**config.mk**
```make
export PLATFORM = sky130hd
export DESIGN_NAME = raster_scheduler_flat
export DESIGN_NICKNAME = d
export VERILOG_FILES = /design/src/rtl/raster_scheduler_pkg.sv /design/src/rtl/raster_scheduler_if.sv /design/src/rtl/raster_scheduler_fifo.sv /design/src/rtl/raster_scheduler.sv /design/src/flat_wrapper.sv
export SDC_FILE = /design/constraint.sdc
export NUM_CORES = 2
export LEC_CHECK = 0
export ABC_AREA = 1
export CORE_MARGIN = 1
export CORE_UTILIZATION = 59
export CTS_CLUSTER_DIAMETER = 100
export DETAILED_ROUTE_END_ITERATION = 8
export PLACE_DENSITY_LB_ADDON = 0.2
export SETUP_SLACK_MARGIN = 0.05
export SYNTH_ARGS = -nofsm -noshare
export SYNTH_HDL_FRONTEND = slang
export SYNTH_SLANG_ARGS = --single-unit
```
**constraint.sdc**
```tcl
create_clock -name clk -period 18.7 [get_ports clk]
set_clock_uncertainty 0.15 [all_clocks]
set_input_delay 3.74 -clock clk [delete_from_list [all_inputs] [get_ports clk]]
set_output_delay 3.74 -clock clk [all_outputs]
set_load 0.03 [all_outputs]
```
**src/rtl/raster_scheduler_pkg.sv**
```systemverilog
// Shared types and constants for the frame-level raster scheduler.
package raster_scheduler_pkg;

  localparam int TRI_W      = 230;
  localparam int FB_W       = 320;
  localparam int FB_H       = 240;
  localparam int FB_WORDS   = FB_W * FB_H;
  localparam int FIFO_DEPTH = 8;
  localparam int CLR_AW     = 17;

  localparam logic [7:0] CLEAR_COLOR = 8'h00;
  localparam logic [7:0] CLEAR_Z     = 8'hFF;

  // Triangle descriptor as written by the MicroBlaze, MSB first.
  typedef struct packed {
    logic [31:0] inv_area;
    logic [7:0]  color;
    logic [8:0]  a1, a2, a3;
    logic [8:0]  b1, b2, b3;
    logic [17:0] c1, c2, c3;
    logic [8:0]  bb_xmin, bb_xmax;
    logic [7:0]  bb_ymin, bb_ymax;
    logic [15:0] z1, z2, z3;
  } tri_desc_t;

  typedef enum logic [2:0] {
    S_IDLE,
    S_CLEAR,
    S_READY,
    S_BUSY,
    S_DONE
  } sched_state_t;

endpackage

```
**src/rtl/raster_scheduler_if.sv**
```systemverilog
// Descriptor intake and rasterizer handshake bundle.
// master = descriptor source / rasterizer side, slave = the scheduler.
interface raster_scheduler_if;
  import raster_scheduler_pkg::*;

  logic      tri_valid;
  logic      tri_ready;
  tri_desc_t tri_data;
  tri_desc_t rast_tri;
  logic      rasterizer_start;
  logic      rasterizer_done;

  modport master (
    output tri_valid, tri_data, rasterizer_done,
    input  tri_ready, rast_tri, rasterizer_start
  );

  modport slave (
    input  tri_valid, tri_data, rasterizer_done,
    output tri_ready, rast_tri, rasterizer_start
  );

endinterface

```
**src/rtl/raster_scheduler_fifo.sv**
```systemverilog
// Triangle queue: register-based FIFO with a combinational head, so the
// scheduler can latch the head in the same cycle it pops.
module raster_scheduler_fifo
  import raster_scheduler_pkg::*;
#(
  parameter int DEPTH = FIFO_DEPTH
) (
  input  logic      clk,
  input  logic      rst,
  input  logic      i_push,
  input  tri_desc_t i_din,
  input  logic      i_pop,
  output tri_desc_t o_head,
  output logic      o_full,
  output logic      o_empty
);

  localparam int AW = $clog2(DEPTH);

  tri_desc_t      r_mem [DEPTH];
  logic [AW-1:0]  r_wr_ptr;
  logic [AW-1:0]  r_rd_ptr;
  logic [AW:0]    r_count;
  logic           w_push;
  logic           w_pop;

  // A full queue refuses the push even if the same cycle pops.
  assign w_push  = i_push && !o_full;
  assign w_pop   = i_pop && !o_empty;
  assign o_full  = (r_count == (AW+1)'(DEPTH));
  assign o_empty = (r_count == '0);
  assign o_head  = r_mem[r_rd_ptr];

  // Storage write; contents need no reset because count gates visibility.
  always_ff @(posedge clk) begin
    if (w_push) r_mem[r_wr_ptr] <= i_din;
  end

  // Pointer and occupancy bookkeeping.
  always_ff @(posedge clk) begin
    if (rst) begin
      r_wr_ptr <= '0;
      r_rd_ptr <= '0;
      r_count  <= '0;
    end else begin
      if (w_push) r_wr_ptr <= r_wr_ptr + 1'b1;
      if (w_pop)  r_rd_ptr <= r_rd_ptr + 1'b1;
      case ({w_push, w_pop})
        2'b10:   r_count <= r_count + 1'b1;
        2'b01:   r_count <= r_count - 1'b1;
        default: r_count <= r_count;
      endcase
    end
  end

endmodule

```
**src/rtl/raster_scheduler.sv**
```systemverilog
// Frame sequencer: clears FB/zbuf, then feeds queued triangles to the
// rasterizer one at a time, and flags frame completion after frame_end.
//
//  state   | meaning
//  S_IDLE  | waiting for frame_start
//  S_CLEAR | writing clear values, one word per cycle
//  S_READY | pop next triangle, or finish if frame_end seen and queue empty
//  S_BUSY  | one triangle in flight, waiting for rasterizer_done
//  S_DONE  | frame_done pulse, back to idle
module raster_scheduler
  import raster_scheduler_pkg::*;
#(
  parameter int CLEAR_WORDS = FB_WORDS
) (
  input  logic               clk,
  input  logic               rst,
  raster_scheduler_if.slave  bus,
  input  logic               i_frame_start,
  input  logic               i_frame_end,
  output logic               o_clearing,
  output logic               o_clr_we,
  output logic [CLR_AW-1:0]  o_clr_addr,
  output logic [7:0]         o_clr_fb_data,
  output logic [7:0]         o_clr_z_data,
  output logic               o_frame_done,
  output logic               o_busy,
  output logic [15:0]        o_tri_count
);

  localparam logic [CLR_AW-1:0] LAST_ADDR = CLR_AW'(CLEAR_WORDS - 1);

  sched_state_t      r_state;
  sched_state_t      w_next;
  logic              w_pop;
  logic              w_full;
  logic              w_empty;
  tri_desc_t         w_head;
  tri_desc_t         r_rast_tri;
  logic              r_start;
  logic              r_frame_done;
  logic              r_end_pending;
  logic [CLR_AW-1:0] r_clr_addr;
  logic [15:0]       r_tri_count;

  raster_scheduler_fifo #(.DEPTH(FIFO_DEPTH)) u_fifo (
    .clk     (clk),
    .rst     (rst),
    .i_push  (bus.tri_valid),
    .i_din   (bus.tri_data),
    .i_pop   (w_pop),
    .o_head  (w_head),
    .o_full  (w_full),
    .o_empty (w_empty)
  );

  // State register.
  always_ff @(posedge clk) begin
    if (rst) r_state <= S_IDLE;
    else     r_state <= w_next;
  end

  // Next-state decode; the pop doubles as the issue decision.
  always_comb begin
    w_next = r_state;
    w_pop  = 1'b0;
    case (r_state)
      S_IDLE:  if (i_frame_start) w_next = S_CLEAR;
      S_CLEAR: if (r_clr_addr == LAST_ADDR) w_next = S_READY;
      S_READY: begin
        if (!w_empty) begin
          w_pop  = 1'b1;
          w_next = S_BUSY;
        end else if (r_end_pending) begin
          w_next = S_DONE;
        end
      end
      S_BUSY:  if (bus.rasterizer_done) w_next = S_READY;
      S_DONE:  w_next = S_IDLE;
      default: w_next = S_IDLE;
    endcase
  end

  // Registered outputs, clear address, frame bookkeeping.
  always_ff @(posedge clk) begin
    if (rst) begin
      r_rast_tri    <= '0;
      r_start       <= 1'b0;
      r_frame_done  <= 1'b0;
      r_end_pending <= 1'b0;
      r_clr_addr    <= '0;
      r_tri_count   <= '0;
    end else begin
      r_start      <= w_pop;
      r_frame_done <= (w_next == S_DONE);
      if (w_pop) begin
        r_rast_tri <= w_head;
        if (r_tri_count != 16'hFFFF) r_tri_count <= r_tri_count + 16'd1;
      end
      case (r_state)
        S_IDLE: begin
          if (i_frame_start) begin
            r_clr_addr    <= '0;
            r_tri_count   <= '0;
            r_end_pending <= 1'b0;
          end
        end
        S_CLEAR: begin
          if (r_clr_addr != LAST_ADDR) r_clr_addr <= r_clr_addr + 1'b1;
          if (i_frame_end) r_end_pending <= 1'b1;
        end
        S_READY, S_BUSY: begin
          if (i_frame_end) r_end_pending <= 1'b1;
        end
        S_DONE:  r_end_pending <= 1'b0;
        default: r_end_pending <= r_end_pending;
      endcase
    end
  end

  assign bus.tri_ready        = !w_full;
  assign bus.rast_tri         = r_rast_tri;
  assign bus.rasterizer_start = r_start;
  assign o_clearing           = (r_state == S_CLEAR);
  assign o_clr_we             = (r_state == S_CLEAR);
  assign o_clr_addr           = r_clr_addr;
  assign o_clr_fb_data        = CLEAR_COLOR;
  assign o_clr_z_data         = CLEAR_Z;
  assign o_frame_done         = r_frame_done;
  assign o_busy               = (r_state != S_IDLE);
  assign o_tri_count          = r_tri_count;

endmodule

```
**src/flat_wrapper.sv**
```systemverilog
// flat-port wrapper written by rule: the top's interface ports become plain ports
module raster_scheduler_flat import raster_scheduler_pkg::*;
#(
  parameter int CLEAR_WORDS = FB_WORDS
)
  (clk, rst, i_frame_start, i_frame_end, o_clearing, o_clr_we, o_clr_addr, o_clr_fb_data, o_clr_z_data, o_frame_done, o_busy, o_tri_count, bus_tri_valid, bus_tri_data, bus_rasterizer_done, bus_tri_ready, bus_rast_tri, bus_rasterizer_start);
  raster_scheduler_if bus_i ();
  input  logic clk;
  input  logic rst;
  input  logic i_frame_start;
  input  logic i_frame_end;
  output logic o_clearing;
  output logic o_clr_we;
  output logic [CLR_AW-1:0] o_clr_addr;
  output logic [7:0] o_clr_fb_data;
  output logic [7:0] o_clr_z_data;
  output logic o_frame_done;
  output logic o_busy;
  output logic [15:0] o_tri_count;
  input wire logic [$bits(bus_i.tri_valid)-1:0] bus_tri_valid;
  input wire logic [$bits(bus_i.tri_data)-1:0] bus_tri_data;
  input wire logic [$bits(bus_i.rasterizer_done)-1:0] bus_rasterizer_done;
  output wire logic [$bits(bus_i.tri_ready)-1:0] bus_tri_ready;
  output wire logic [$bits(bus_i.rast_tri)-1:0] bus_rast_tri;
  output wire logic [$bits(bus_i.rasterizer_start)-1:0] bus_rasterizer_start;
  assign bus_i.tri_valid = bus_tri_valid;
  assign bus_i.tri_data = bus_tri_data;
  assign bus_i.rasterizer_done = bus_rasterizer_done;
  assign bus_tri_ready = bus_i.tri_ready;
  assign bus_rast_tri = bus_i.rast_tri;
  assign bus_rasterizer_start = bus_i.rasterizer_start;
  raster_scheduler #(.CLEAR_WORDS(CLEAR_WORDS)) u_core (.clk(clk), .rst(rst), .bus(bus_i), .i_frame_start(i_frame_start), .i_frame_end(i_frame_end), .o_clearing(o_clearing), .o_clr_we(o_clr_we), .o_clr_addr(o_clr_addr), .o_clr_fb_data(o_clr_fb_data), .o_clr_z_data(o_clr_z_data), .o_frame_done(o_frame_done), .o_busy(o_busy), .o_tri_count(o_tri_count));
endmodule
```
Word level (Yosys, flattened, before mapping)
Memory sizes are Yosys's and may differ from the RTL's. A register that Yosys moved wholly into a read port is not among the register bits.
Index checks and enable logic that the tools add are counted.

storage, ports and cells
  flip-flop bits (word level) = 49
  latch bits = 0
  memory bits (writable) = 1840
  ROM bits = 0
  input port bits = 236
  output and inout bits = 285
  word-level logic and storage cells = 64
  memories = 1

memories
  name                 words  width  rd ports  clocked after memory_dff  write ports  line                         text
  u_core.u_fifo.r_mem  8      230    1         1                         1            raster_scheduler_fifo.sv:20  tri_desc_t r_mem [DEPTH];

cells by class
  add/sub/neg operators = 6
  multipliers = 0
  divide/modulo/power cells = 0
  magnitude comparators = 0
  equality and inequality tests = 14
  shift operators = 0
  multiplexer cells = 21
  bitwise logic cells = 0
  reductions and logical operators = 13

operator list
  kind                                                    number
  2-to-1 mux 16 bit                                       4
  2-to-1 mux 17 bit                                       2
  one-hot mux 17 bit (2 select lines)                     1
  adder 17 x 1 -> 17 bit (second input constant)          1
  == test 17 bit (second input constant)                  1
  inequality test 17 bit (second input constant)          1
  adder 16 x 1 -> 16 bit (second input constant)          1
  inequality test 16 bit (second input constant)          1
  2-to-1 mux 3 bit                                        5
  one-hot mux 3 bit (4 select lines)                      1
  one-hot mux 4 bit (2 select lines)                      1
  adder 3 x 1 -> 3 bit (second input constant)            2
  == test 3 x 2 -> 1 bit (second input constant)          2
  == test 3 bit (second input constant)                   2
  2-to-1 mux 1 bit                                        6
  AND reduction 3 bit                                     2
  nonzero test 3 bit                                      2
  adder 4 x 1 -> 4 bit (second input constant)            1
  == test 4 bit (second input constant)                   1
  zero test 4 bit                                         1
  inequality test 2 x 1 -> 1 bit (second input constant)  2
  nonzero test 2 bit                                      2
  subtractor 4 x 1 -> 4 bit (second input constant)       1
  == test 3 x 1 -> 1 bit (second input constant)          1
  other kinds (8)                                         10

Longest topological paths before layout
  depth in word-level cells = 6
  mapped depth = 14
  depth with buffers taken out = 12

By module
Synthesis repeated with hierarchy kept, for this count alone.

unflattened totals
  cells, all modules = 6630
  area, all modules = 82385.3 µm²

modules (own cells, without submodules)
  module                 times used  cells each  area each (µm²)  sequential area each (µm²)
  raster_scheduler_fifo  1           5260        72071.6          55513.2
  raster_scheduler       1           1370        10313.6          5385.2

Worst setup path before layout
No wires, ideal clock.

  kind = input to register
  from = input bus_tri_valid
  to = memory u_core.u_fifo.r_mem[0][0] in the netlist's numbering, enable pin
  library setup time = 0.825 ns
  arrival time = 13.587 ns
  data required time = 17.725 ns
  setup slack = 4.139 ns
  stages = 4
  buffers on the path = 0
  cell sequence = nand2_1 inv_1 nand2_1 nor2_1

between the ends
  cells in the longest elaborated chain, start to end = 3

RTL lines
  what                                    line                         text
  start: declaration                      flat_wrapper.sv:20           input wire logic [$bits(bus_i.tri_valid)-1:0] bus_tri_valid;
  logical AND 1 bit                       raster_scheduler_fifo.sv:28  assign w_push = i_push && !o_full;
  2-to-1 mux 1 bit                        raster_scheduler_fifo.sv:36  if (w_push) r_mem[r_wr_ptr] <= i_din;
  2-to-1 mux 1 bit (implied by the code)  raster_scheduler_fifo.sv:36
  end: declaration                        raster_scheduler_fifo.sv:20

No other way between the ends.

Final worst setup path
  from = input bus_tri_valid
  to = memory u_core.u_fifo.r_mem[1][128] in the netlist's numbering, enable pin

The elaborated chain is that of the path after synthesis.

==> impl_metrics.ini <==
[status]
status = complete, no violations

[synthesis]
synth_edf_count = 1840
muxShareOfSynthArea_pct = 0
synth_cells = 6149
synth_area_per_cell_um2 = 13.05
synthArstFlopShare_pct = 0
synth_xor_area_share_pct = 0.04367
yosysSeqAreaShare_pct = 75.84
ys_seq_elements = 2119
syn-cell-area_mm2 = 0.08021
yosys_most_used_dff = edfxtp_1
synth-simple-area-share_pct = 6.632
ys_warn_count = 0
synth_cell_type_count = 41
synth_compound_area_share_pct = 14.43
synth_top_family_by_area = compound AO/OA/AOI/OAI gates
synth_fa_ha_area_share_pct = 0.1341

[global_routing]
grt_max_degree = 239
grt_pass1_wl_mm = 287.1
grt_use_total_pct = 27.25
grt.overflow.total = 0
grt_pass1_vias = 49240
antenna_found_initial = 42

[placement]
dp_hpwl_mm = 98.50
portBuffers = 504
routabilityCongestion = 0.8143
placed_area_mm2 = 0.08608

[setup_path]
reg2reg_depth = 9
critPathArrivalTime_ps = 7500
startpoint_type = primary input
cp-startpoint = bus_tri_valid
critPathMaxFanout = 128
required_ps = 18990
cp-end-kind = register
r2r-start = u_core.u_fifo.r_count[1]
critPathKind = primary input to register

[sta]
max_freq_ghz = 0.1387
timing.setup.tns_ps = 0
post-route-period-util_pct = 38.57
relSlewSlack_pct = 20.89
rsz0062_at_grt = false
finalCriticalPeriod_ps = 7212
finalSetupViolations = 0
worst_pin_slew_ps = 1187
drv_slew = 0
finalHoldViolCount = 0

[min_path]
whs_path_depth = 2
hp-class = register to register
hold_path_startpoint = u_core.u_fifo.r_wr_ptr[0]

[finish]
nFillCells = 8985
multi_input_area_mm2 = 0.01715
final_cell_mix = edfxtp_1, nor2_1, o21ai_0
regArea_mm2 = 0.06085
nets = 6716
syn2layout_area_growth_pct = 15.87
drive_gt1_share_pct = 5.910
fin_area_mm2 = 0.09295
final_common_cell = edfxtp_1

[floorplan]
dieWidth_um = 370.7
dieArea_mm2 = 0.1374
row_count = 134
die_y_um = 370.7
core_area_mm2 = 0.1341
ioPinCount = 521
initial_core_util_pct = 59.80

[power_and_ir_drop]
total_power_mw = 9.654
vdd_ir_drop_max_v = 0.00009724
p_leak_nw = 29.82
p_per_area_mw_per_mm2 = 103.9

[cts]
clockBufferDepth = 3
ctsHoldBuffers = 0
post_cts_buffers = 0
numCtsBuffers = 202
postCtsResizedCells = 0
cts.sinks = 2119
cts.clk_slew.worst_paths_ps = 60
cts_root_buf = clkbuf_16
cts.htree.levels = 4
clk_latency_ps = 820
cts_tree = yes

[routing]
num_vias = 50890
drtIter0Drc = 5260
first_pass_iters = 5
post_drt_wl_per_cell_um = 22.49
drc = 0
via_per_inst = 6.026
ant_nets = 0
finalWirelength_mm = 189.9

[run]
cap_violations = 0
==> logic make-up (layout without fill, tap and decap cells) <==
family,count (synthesis),after routing
AO/OA/AOI/OAI,2135,2135
XOR/XNOR,4,4
adder cells (fa/ha/maj),8,8
buffers and inverters,509,996
flip-flops,2119,2119
other,2,43
AND/OR/NAND/NOR,1372,1372
==> state kept, by name, indices dropped and copies added (netlist names) <==
name and count:
u_core.bus.rasterizer_start 1, u_core.o_frame_done 1, u_core.u_fifo.r_mem 1840, u_core.r_state 3
u_core.u_fifo.r_count 4, u_core.o_tri_count 16, u_core.bus.rast_tri 230, u_core.u_fifo.r_rd_ptr 3
u_core.r_end_pending 1, u_core.o_clr_addr 17, u_core.u_fifo.r_wr_ptr 3
==> final cells by class <==
class	count	area share (%)
Sequential cell	2119	65.47
Antenna cell	27	0.07269
Timing Repair Buffer	562	6.071
Clock inverter	101	1.238
Clock buffer	281	6.073
Multi-Input combinational cell	3535	18.46
Tap cell	1768	2.380
Inverter	52	0.2410
==> synth_stat cells, types with 3 or more instances <==
cell type,instances,area [um^2]
edfxtp_1,1840,55250
clkbuf_1,217,814.5
o22ai_1,230,1439
a21oi_1,266,1331
nor2_1,1211,4546
o21ai_1,373,1867
buf_1,13,48.80
nand3_1,45,225.2
nand4_1,9,56.30
inv_2,6,22.52
clkbuf_2,10,50.05
ha_1,7,87.58
nand2_2,5,31.28
o21bai_1,4,30.03
inv_1,45,168.9
o21ai_0,1026,5135
buf_6,6,67.56
xnor2_1,3,26.28
dfxtp_1,279,5585
nand2_1,80,300.3
o211ai_1,232,1742
nor3_1,9,45.04
buf_4,41,307.8
buf_2,170,850.8
==> through the flow <==
stage	util [%]	cells	hold WS (ps)	setup WS (ps)
2_1_floorplan	-	6163	296.2	4139
3_3_place_gp	64.18	8036	319.6	10710
3_5_place_dp	64.18	8036	326.7	10650
4_1_cts	69.25	8418	339.7	11520
5_1_grt	69.28	8434	349.3	11340
6_report	69.30	8445	338.0	11490
==> power by group <==
part | switching [mW] | internal [mW] | total, mW
combinational | 0.188 | 0.0836 | 0.271
sequential | 0.0211 | 5.24 | 5.26
clock | 1.73 | 2.39 | 4.12
==> layer usage <==
layer | vias up | wire length, um | part of all wire, % | global-route usage (%)
li1 | 23450 | - | - | -
met1 | 25120 | 76780 | 40 | 36.32
met2 | 1986 | 93270 | 49 | 44.86
met3 | 301 | 14990 | 7.9 | 5.966
met4 | 36 | 4647 | 2.4 | 8.697
met5 | - | 239 | 0.13 | 0
==> worst max-delay path, stage by stage <==
cell	delay (ps)
clkdlybuf4s50_1	450
nand2_1	130
nor2_1	140
inv_1	170
nor2_4	520
buf_12	730
buf_4	840
buf_4	670
==> final timing paths <==
check	to	slack, ps
setup reg to reg	u_core.u_fifo.r_mem[1][128]	14220
setup / recovery	u_core.u_fifo.r_mem[1][128]	11490
hold reg to reg	u_core.u_fifo.r_wr_ptr[0]	340
hold / removal	u_core.u_fifo.r_wr_ptr[0]	340
No activity file was read; power rests on OpenSTA's default activity.
